**src/rtl/pe_abuf_drain.sv**
```systemverilog
// Accumulation-buffer drain: sweeps an address range through the PE read port, rescales each
// lane (rounding arithmetic shift + signed saturation) and streams beats out under credit control.
module pe_abuf_drain #(
  parameter int BATCH     = 8,
  parameter int RES_W     = 32,
  parameter int DATA_W    = 16,
  parameter int BUF_DEPTH = 256,
  parameter int ADDR_W    = $clog2(BUF_DEPTH),
  parameter int RD_LAT    = 2,
  parameter int FIFO_D    = RD_LAT + 3
) (
  input  logic                      clk,
  input  logic                      rst,
  input  logic                      start,
  input  logic [ADDR_W-1:0]         base_addr,
  input  logic [ADDR_W:0]           len,
  input  logic [4:0]                shift,
  output logic                      busy,
  output logic                      done,
  output logic [ADDR_W-1:0]         abuf_rd_addr,
  input  logic [BATCH*RES_W-1:0]    abuf_rd_data,
  output logic [BATCH*DATA_W-1:0]   out_data,
  output logic                      out_valid,
  input  logic                      out_ready,
  output logic                      out_last
);

  localparam int CW = $clog2(FIFO_D + 1);
  localparam int PW = (FIFO_D > 1) ? $clog2(FIFO_D) : 1;
  localparam logic [CW-1:0] CRED_MAX = CW'(FIFO_D);
  localparam logic signed [RES_W:0] SAT_MAX = $signed({{(RES_W-DATA_W+2){1'b0}}, {(DATA_W-1){1'b1}}});
  localparam logic signed [RES_W:0] SAT_MIN = $signed({{(RES_W-DATA_W+2){1'b1}}, {(DATA_W-1){1'b0}}});

  typedef enum logic [1:0] {IDLE = 2'd0, READ = 2'd1, FLUSH = 2'd2} state_e;

  // Round-half-up arithmetic shift, widened by one bit so the rounding add cannot wrap.
  function automatic logic [DATA_W-1:0] rescale(input logic [RES_W-1:0] x, input logic [4:0] sh);
    logic signed [RES_W:0] xe;
    logic signed [RES_W:0] t;
    logic                  rb;
    xe = $signed({x[RES_W-1], x});
    rb = (sh != 5'd0) ? x[sh - 5'd1] : 1'b0;
    t  = (xe >>> sh) + $signed({{RES_W{1'b0}}, rb});
    if (t > SAT_MAX) begin
      rescale = SAT_MAX[DATA_W-1:0];
    end else if (t < SAT_MIN) begin
      rescale = SAT_MIN[DATA_W-1:0];
    end else begin
      rescale = t[DATA_W-1:0];
    end
  endfunction

  function automatic logic [PW-1:0] ptr_inc(input logic [PW-1:0] p);
    ptr_inc = (p == PW'(FIFO_D - 1)) ? '0 : p + PW'(1);
  endfunction

  state_e                    state_q, state_d;
  logic [ADDR_W-1:0]         addr_q, addr_d;
  logic [ADDR_W:0]           rem_q, rem_d;
  logic [4:0]                shift_q, shift_d;
  logic                      busy_q, busy_d, done_q, done_d;
  logic [CW-1:0]             credit_q, credit_d;
  logic                      issue_s, last_issue_s, pop_s, drained_s;
  logic [RD_LAT-1:0]         vld_q, lst_q;
  logic                      rs_vld_q, rs_last_q;
  logic [BATCH*DATA_W-1:0]   rs_data_q, rs_data_d;
  logic [BATCH*DATA_W-1:0]   mem_data [FIFO_D];
  logic                      mem_last [FIFO_D];
  logic [PW-1:0]             rd_ptr_q, wr_ptr_q;
  logic [CW-1:0]             mem_cnt_q, mem_cnt_d;
  logic                      mem_rd_s, mem_wr_s;
  logic                      ov_q, ov_d, ol_q, ol_d;
  logic [BATCH*DATA_W-1:0]   od_q, od_d;

  assign pop_s     = ov_q & out_ready;
  assign drained_s = (credit_q + {{(CW-1){1'b0}}, pop_s}) == CRED_MAX;

  // Job sequencing: launch, address issue under credit, and drain-wait before done.
  always_comb begin
    state_d      = state_q;
    addr_d       = addr_q;
    rem_d        = rem_q;
    shift_d      = shift_q;
    busy_d       = busy_q;
    done_d       = 1'b0;
    issue_s      = 1'b0;
    last_issue_s = 1'b0;
    case (state_q)
      IDLE: begin
        if (start && (len != '0)) begin
          state_d = READ;
          addr_d  = base_addr;
          rem_d   = len;
          shift_d = shift;
          busy_d  = 1'b1;
        end else if (start) begin
          done_d = 1'b1;
        end else begin
          state_d = IDLE;
        end
      end
      READ: begin
        if (credit_q != '0) begin
          issue_s = 1'b1;
          addr_d  = (addr_q == ADDR_W'(BUF_DEPTH - 1)) ? '0 : addr_q + ADDR_W'(1);
          rem_d   = rem_q - (ADDR_W+1)'(1);
          if (rem_q == (ADDR_W+1)'(1)) begin
            last_issue_s = 1'b1;
            state_d      = FLUSH;
          end else begin
            state_d = READ;
          end
        end else begin
          state_d = READ;
        end
      end
      FLUSH: begin
        if (drained_s) begin
          state_d = IDLE;
          busy_d  = 1'b0;
          done_d  = 1'b1;
        end else begin
          state_d = FLUSH;
        end
      end
      default: state_d = IDLE;
    endcase
  end

  // Credit tracks free FIFO slots not yet claimed by an issued read.
  always_comb begin
    credit_d = credit_q;
    if (issue_s && !pop_s) begin
      credit_d = credit_q - CW'(1);
    end else if (!issue_s && pop_s) begin
      credit_d = credit_q + CW'(1);
    end else begin
      credit_d = credit_q;
    end
  end

  // Output slot refills from backing storage first, otherwise directly from the rescale stage.
  always_comb begin
    mem_rd_s = 1'b0;
    mem_wr_s = 1'b0;
    ov_d     = ov_q;
    od_d     = od_q;
    ol_d     = ol_q;
    if (!ov_q || pop_s) begin
      if (mem_cnt_q != '0) begin
        mem_rd_s = 1'b1;
        mem_wr_s = rs_vld_q;
        ov_d     = 1'b1;
        od_d     = mem_data[rd_ptr_q];
        ol_d     = mem_last[rd_ptr_q];
      end else if (rs_vld_q) begin
        ov_d = 1'b1;
        od_d = rs_data_q;
        ol_d = rs_last_q;
      end else begin
        ov_d = 1'b0;
        ol_d = 1'b0;
      end
    end else begin
      mem_wr_s = rs_vld_q;
    end
    case ({mem_wr_s, mem_rd_s})
      2'b10:   mem_cnt_d = mem_cnt_q + CW'(1);
      2'b01:   mem_cnt_d = mem_cnt_q - CW'(1);
      default: mem_cnt_d = mem_cnt_q;
    endcase
  end

  // Per-lane rescale of the returning read word.
  always_comb begin
    rs_data_d = '0;
    for (int i = 0; i < BATCH; i++) begin
      rs_data_d[i*DATA_W +: DATA_W] = rescale(abuf_rd_data[i*RES_W +: RES_W], shift_q);
    end
  end

  // Control, read-valid pipe, rescale register and FIFO bookkeeping.
  always_ff @(posedge clk or negedge rst) begin
    if (!rst) begin
      state_q   <= IDLE;
      addr_q    <= '0;
      rem_q     <= '0;
      shift_q   <= '0;
      busy_q    <= 1'b0;
      done_q    <= 1'b0;
      credit_q  <= CRED_MAX;
      vld_q     <= '0;
      lst_q     <= '0;
      rs_vld_q  <= 1'b0;
      rs_last_q <= 1'b0;
      rs_data_q <= '0;
      rd_ptr_q  <= '0;
      wr_ptr_q  <= '0;
      mem_cnt_q <= '0;
      ov_q      <= 1'b0;
      od_q      <= '0;
      ol_q      <= 1'b0;
    end else begin
      state_q   <= state_d;
      addr_q    <= addr_d;
      rem_q     <= rem_d;
      shift_q   <= shift_d;
      busy_q    <= busy_d;
      done_q    <= done_d;
      credit_q  <= credit_d;
      vld_q[0]  <= issue_s;
      lst_q[0]  <= last_issue_s;
      for (int i = 1; i < RD_LAT; i++) begin
        vld_q[i] <= vld_q[i-1];
        lst_q[i] <= lst_q[i-1];
      end
      rs_vld_q  <= vld_q[RD_LAT-1];
      rs_last_q <= lst_q[RD_LAT-1];
      if (vld_q[RD_LAT-1]) begin
        rs_data_q <= rs_data_d;
      end
      if (mem_rd_s) begin
        rd_ptr_q <= ptr_inc(rd_ptr_q);
      end
      if (mem_wr_s) begin
        wr_ptr_q <= ptr_inc(wr_ptr_q);
      end
      mem_cnt_q <= mem_cnt_d;
      ov_q      <= ov_d;
      od_q      <= od_d;
      ol_q      <= ol_d;
    end
  end

  // Backing storage carries no reset; occupancy is tracked by the pointers.
  always_ff @(posedge clk) begin
    if (mem_wr_s) begin
      mem_data[wr_ptr_q] <= rs_data_q;
      mem_last[wr_ptr_q] <= rs_last_q;
    end
  end

  assign busy         = busy_q;
  assign done         = done_q;
  assign abuf_rd_addr = addr_q;
  assign out_data     = od_q;
  assign out_valid    = ov_q;
  assign out_last     = ol_q;

endmodule

```
**config.mk**
```make
export PLATFORM = sky130hd
export DESIGN_NAME = pe_abuf_drain
export DESIGN_NICKNAME = d
export VERILOG_FILES = /design/src/rtl/pe_abuf_drain.sv
export SDC_FILE = /design/constraint.sdc
export NUM_CORES = 2
export LEC_CHECK = 0
export ABC_AREA = 1
export BUFFER_PORTS_ARGS = -buffer_cell sky130_fd_sc_hd__buf_2
export CORE_MARGIN = 2
export CORE_UTILIZATION = 25
export DETAILED_ROUTE_END_ITERATION = 10
export GPL_ROUTABILITY_DRIVEN = 0
export PLACE_DENSITY_LB_ADDON = 0.15
export RECOVER_POWER = 25
export SLEW_MARGIN = 25
export SYNTH_ARGS = -nofsm -noshare
export SYNTH_HDL_FRONTEND = slang
export SYNTH_SLANG_ARGS = --single-unit
```
**constraint.sdc**
```tcl
create_clock -name clk -period 28.7 [get_ports clk]
set_clock_uncertainty 0.15 [all_clocks]
set_input_delay 2.87 -clock clk [delete_from_list [all_inputs] [get_ports clk]]
set_output_delay 2.87 -clock clk [all_outputs]
set_load 0.02 [all_outputs]
```
# Yosys cells after proc, flatten, opt, wreduce, memory -nomap -nowiden
# Memory sizes are Yosys's and may differ from the RTL's.
# Cells that the tools add are included.
# word_totals
ramBits	645
reg_bits	302
inputBits	282
word_cells	180
mem_count	2
out_inout_bits	140
# mem_list
name	depth	width	read_ports	rd_ports_with_merged_regs	write_ports	line	rtl
mem_data	5	128	1	0	1	67	logic [BATCH*DATA_W-1:0] mem_data [FIFO_D];
mem_last	5	1	1	0	1	68	logic mem_last [FIFO_D];
# op_classes
bitwise_logic	1
n_mux	82
eq_ne	13
addsub	18
n_shift	8
reduce_logical	21
order_cmp	17
# ops
cell	n
33-bit by 2-bit adder with 33-bit output	8
33-bit by 16-bit greater-than comparator with 1-bit output (second input constant)	8
33-bit by 16-bit less-than comparator with 1-bit output (second input constant)	8
32-bit by 5-bit >>> shifter with 33-bit output	8
128-bit two-way mux	2
16-bit two-way mux	16
1-bit binary-select mux with 5-bit select	8
1-bit two-way mux	36
8-bit two-way mux	3
9-bit two-way mux	2
9-bit case mux with 2 select lines	1
8-bit case mux with 2 select lines	1
3-bit by 1-bit adder with 3-bit output (second input constant)	4
3-bit two-way mux	4
2-bit two-way mux	5
2-bit nonzero test	5
3-bit equality test (second input constant)	3
9-bit by 1-bit equality test with 1-bit output (second input constant)	1
9-bit nonzero test	1
9-bit by 1-bit subtractor with 9-bit output (second input constant)	1
8-bit by 1-bit adder with 8-bit output (second input constant)	1
8-bit equality test (second input constant)	1
5-bit by 6-bit less-than comparator with 1-bit output (second input constant)	1
2-bit != test (second input constant)	3
other kinds (18)	29

# Depth between registers and ports, before layout
# depth
word_depth	8
ltp_mapped	36
ltp_nobuf	27

# Worst setup path after synthesis
# No wires, ideal clock.
# synth_path
kind	in2reg
start	input out_ready
end	memory mem_data[4][0] (netlist bit) (enable)
arrival_ns	15.452
t_required_ns	27.616
path_slack_ns	12.165
path_buffers	0
setup_ns	0.934
path_stages	5
path_cell_list	nor2_1 > inv_1 > nand2_1 > nand2_1 > nor4_1
# synth_between
elab_chain_len	5
# synth_rtl
item	line	rtl
start, declared	24	input logic out_ready,
1-bit AND	75	assign pop_s = ov_q & out_ready;
1-bit logical OR	149	if (!ov_q || pop_s) begin
1-bit two-way mux	149	
1-bit two-way mux	237	if (mem_wr_s) begin
1-bit two-way mux (not written as such)	238	mem_data[wr_ptr_q] <= rs_data_q;
end, declared	67	
# Every way passes these cells.

# Final worst setup path
# layout_path
start	register shift_q[0]
end	register rs_data_q[85]
# layout_between
elab_chain_len	8
word_cells_on_any_way	11
classes_between	add/sub: 2; order compare: 2; shift: 1; mux: 5; reduce/logical: 1
# layout_rtl
item	line	rtl
start, declared	60	logic [4:0] shift_q, shift_d;
start signal, assigned	207	shift_q <= shift_d;
5-bit by 1-bit subtractor with 5-bit output	42	rb = (sh != 5'd0) ? x[sh - 5'd1] : 1'b0;
1-bit binary-select mux with 5-bit select	42	
1-bit two-way mux (not written as such)	42	
1-bit two-way mux	42	
33-bit by 2-bit adder with 33-bit output (*)	43	t = (xe >>> sh) + $signed({{RES_W{1'b0}}, rb});
33-bit by 16-bit less-than comparator with 1-bit output	46	end else if (t < SAT_MIN) begin
16-bit two-way mux	46	
16-bit two-way mux (*)	44	if (t > SAT_MAX) begin
end signal, assigned	220	rs_data_q <= rs_data_d;
end, declared	66	logic [BATCH*DATA_W-1:0] rs_data_q, rs_data_d;
# Mark *: on every way between the ends. The rest lies on a longest branch, timed or not. The select of a mux whose other input is x is not followed.
# A chain may end at the register's enable or synchronous reset.

==> flow_summary.toml <==
[critical_path]
crit_path_end_kind = "flip-flop"
worst_r2r_endpoint = "rs_data_q[85]"
worstPathArrival_ns = 7.95
rr_startpoint = "shift_q[0]"
cp_max_fo = 132
start_kind = "flip-flop"
required_ns = 29.10
r2r_slack_ns = 21.15
critPathKind = "reg2reg"
reg2regPathDepth = 23

[detailed_routing]
drtIter0Drc = 7436
avgRoutedWirePerCell_um = 22.75
routed_wl_um = 295500
firstDrtPassIters = 8
vias = 66470
route.detailed.drc = 0
antenna_left = 0
vias_per_cell = 5.117

[hold_path]
hold_depth = 0
min_to = "vld_q[1]"
hold_class = "reg2reg"
hp-start = "vld_q[0]"

[die]
initial_core_util_pct = 25.13
fp.dieH_um = 515.0
num_rows = 187
fp.dieW_um = 515.0
die_area_um2 = 265200
coreArea_um2 = 259700
pin_count = 422

[logic_synthesis]
synth_xor_area_share_pct = 1.610
synth_edf_count = 645
synth_most_common_cell = "nand2_1"
synth_top_family_by_area = "simple AND/OR/NAND/NOR gates"
synth-seq-cells = 947
synth_compound_area_share_pct = 10.37
yosysSeqAreaShare_pct = 41.26
synth_nets = 9725
ys_top_cells_by_count = "nand2_1, nand3_1, nor2_1, edfxtp_1, o21ai_0"
synthArstFlopShare_pct = 31.89
synthAdderAreaFrac_pct = 0.7514
ys_types = 54
synth_top_area_share_pct = 29.67
ys_warn_count = 0
synth_cells = 9405
synth.largest_area_cell = "edfxtp_1"
synthMuxAreaShare_pct = 0.01725
syn-cell-area_um2 = 65270
synth_top_flop_cell = "edfxtp_1"
yosys.area_share.simple_pct = 39.66
synthTopCellsByArea = "edfxtp_1, nand2_1, nand3_1, dfrtp_1, nor2_1"
postSynthAreaPerCell_um2 = 6.940

[sta]
finalSetupViolCount = 0
timing.slew.headroom_pct = 22.70
setup-tns-final_ns = 0
rsz0062_at_grt = "false"
period_needed_ns = 7.551
maxSlewViolCount = 0
hold_viol_final = 0
worstMarginPinSlew_ns = 1.155
min_period_over_period_pct = 26.31
fmax_mhz = 132.4

[cells_and_area]
syn2layout_area_growth_pct = 12.62
drive_gt1_share_pct = 9.139
num-fill-cells = 28670
nets = 9799

[power_and_ir_drop]
peakVddDrop_mv = 0.07655
powerDensity_nw_per_um2 = 138.0
total_leakage_power_nw = 31.11
power_mw = 10.14

[status]
status = "finished clean"

[grt]
grt_usage_pct = 21.57
first_global_vias = 61370
antenna_found_initial = 37
overflow = 0
grt_pass1_wl_um = 432600
grt_max_degree = 165

[clock_tree]
clkTransAtPathRegs_ns = 0.08
cts_buffers = 108
cts_tree = "yes"
htree_levels = 3
cts_hold_buf = 0
ctsRootBufferMaster = "clkbuf_16"
cts_setup_buffers = 0
cts_sinks = 947
post_cts_resize_count = 0
cts_max_path_buffers = 3
worstSkewPairLatency_ns = 0.77

[flow_run]
maxCapViolCount = 0

[place]
portBuffers = 421
hpwl_um = 215800
==> report_power, final <==
group | internal (mW) | switching (mW) | total, mW
clock | 0.772 | 0.594 | 1.37
sequential | 2.12 | 0.586 | 2.70
combinational | 1.61 | 4.47 | 6.07
==> registers in the layout, indices dropped and copies added (netlist names), 2 cells and up <==
name,count
rem_q,9
vld_q,2
credit_q,3
abuf_rd_addr,8
state_q,2
shift_q,5
rs_data_q,128
rd_ptr_q,3
wr_ptr_q,3
out_data,128
mem_last,5
mem_cnt_q,3
lst_q,2
mem_data,640
==> through the flow <==
step	util [%]	setup slack, ns	cells	hold WS, ns	area (um2)
6_report	28.30	21.15	12990	0.1977	73510
5_1_grt	28.30	20.54	12980	0.2072	73490
4_1_cts	28.29	21.23	12980	0.1997	73480
3_5_place_dp	26.94	21.35	12770	0.1856	69970
3_3_place_gp	26.94	21.29	12770	0.1851	69960
2_1_floorplan	-	12.16	9405	0.1812	65270
==> per-layer routing <==
metal / wire length [um] / GRT usage, % / vias to the layer above
li1: - / - / 31610
met1: 149500 / 33.82 / 32010
met2: 120100 / 30.83 / 2558
met3: 20960 / 3.397 / 271
met4: 4817 / 3.665 / 14
met5: 79 / 0 / -
==> critical path, cell delays in order (launching register included) <==
cell and delay (ns):
dfrtp_4 0.77, inv_8 0.64, buf_4 0.63, buf_4 0.60
buf_4 0.80, o21ai_0 0.21, o211ai_1 0.12, a21oi_1 0.09
o31ai_1 0.76, ha_1 0.28, ha_1 0.17, nand3_1 0.14
nor2_4 0.16, nand3_2 0.21, nor2_8 0.22, nand2_1 0.09
nand2_1 0.07, nand2_1 0.06, nor2_1 0.09, nand2_1 0.06
nor2_1 0.11, nand3_1 0.15, a21oi_4 0.41, a21oi_1 0.12
==> how the worst max path moves through the flow <==
stage	from	end	slack, ns
6_report	shift_q[0]	rs_data_q[85]	21.15
5_1_grt	shift_q[0]	rs_data_q[116]	20.54
4_1_cts	shift_q[0]	rs_data_q[49]	21.23
3_5_place_dp	shift_q[0]	rs_data_q[53]	21.35
3_3_place_gp	shift_q[0]	rs_data_q[54]	21.29
2_1_floorplan	out_ready	mem_data[4][0]	12.16
==> layout by cell type (no fill, tap or decap), types with 8 or more instances in the layout <==
master and count:
edfxtp_1 645, o221ai_1 58, clkbuf_1 33, clkinv_1 23
xor2_1 101, clkbuf_16 108, ha_1 35, dfrtp_1 292
inv_1 395, a31oi_1 10, a211oi_1 37, diode_2 14
a21oi_1 313, a21oi_2 20, nand2_1 3189, o21ai_0 541
nor2_4 30, o22ai_1 58, nand3b_1 20, nand3_2 11
nand2_2 44, o211ai_1 96, buf_2 420, nand3_1 1584
o31ai_1 17, nor2_2 51, dfrtp_4 8, xnor2_1 17
nor2_1 1156, and2_1 14, buf_4 80, inv_2 9
nand4_1 19, nor3_1 22, clkinv_2 19, clkbuf_8 10
==> cells by family (layout without fill, tap and decap cells) <==
| logic type | after synthesis | in the layout |
|---|---|---|
| AOI/OAI and AO/OA | 1178 | 1178 |
| xor gates and xnor gates | 120 | 120 |
| adders and majority gates | 38 | 38 |
| buffers and inverters | 962 | 1131 |
| DFF | 947 | 947 |
| muxes | 1 | 1 |
| other | 0 | 14 |
| and+or+nand+nor | 6159 | 6159 |
==> layout make-up <==
class | count | area (um2) | area share (%)
Antenna cell | 14 | 35.03 | 0.04766
Clock buffer | 150 | 2960 | 4.027
Clock inverter | 55 | 543.0 | 0.7387
Inverter | 418 | 1618 | 2.201
Multi-Input combinational cell | 7496 | 34300 | 46.66
Sequential cell | 947 | 26960 | 36.67
Tap cell | 3402 | 4257 | 5.791
Timing Repair Buffer | 508 | 2841 | 3.865
Note: power is estimated with default switching activity, not from simulation.
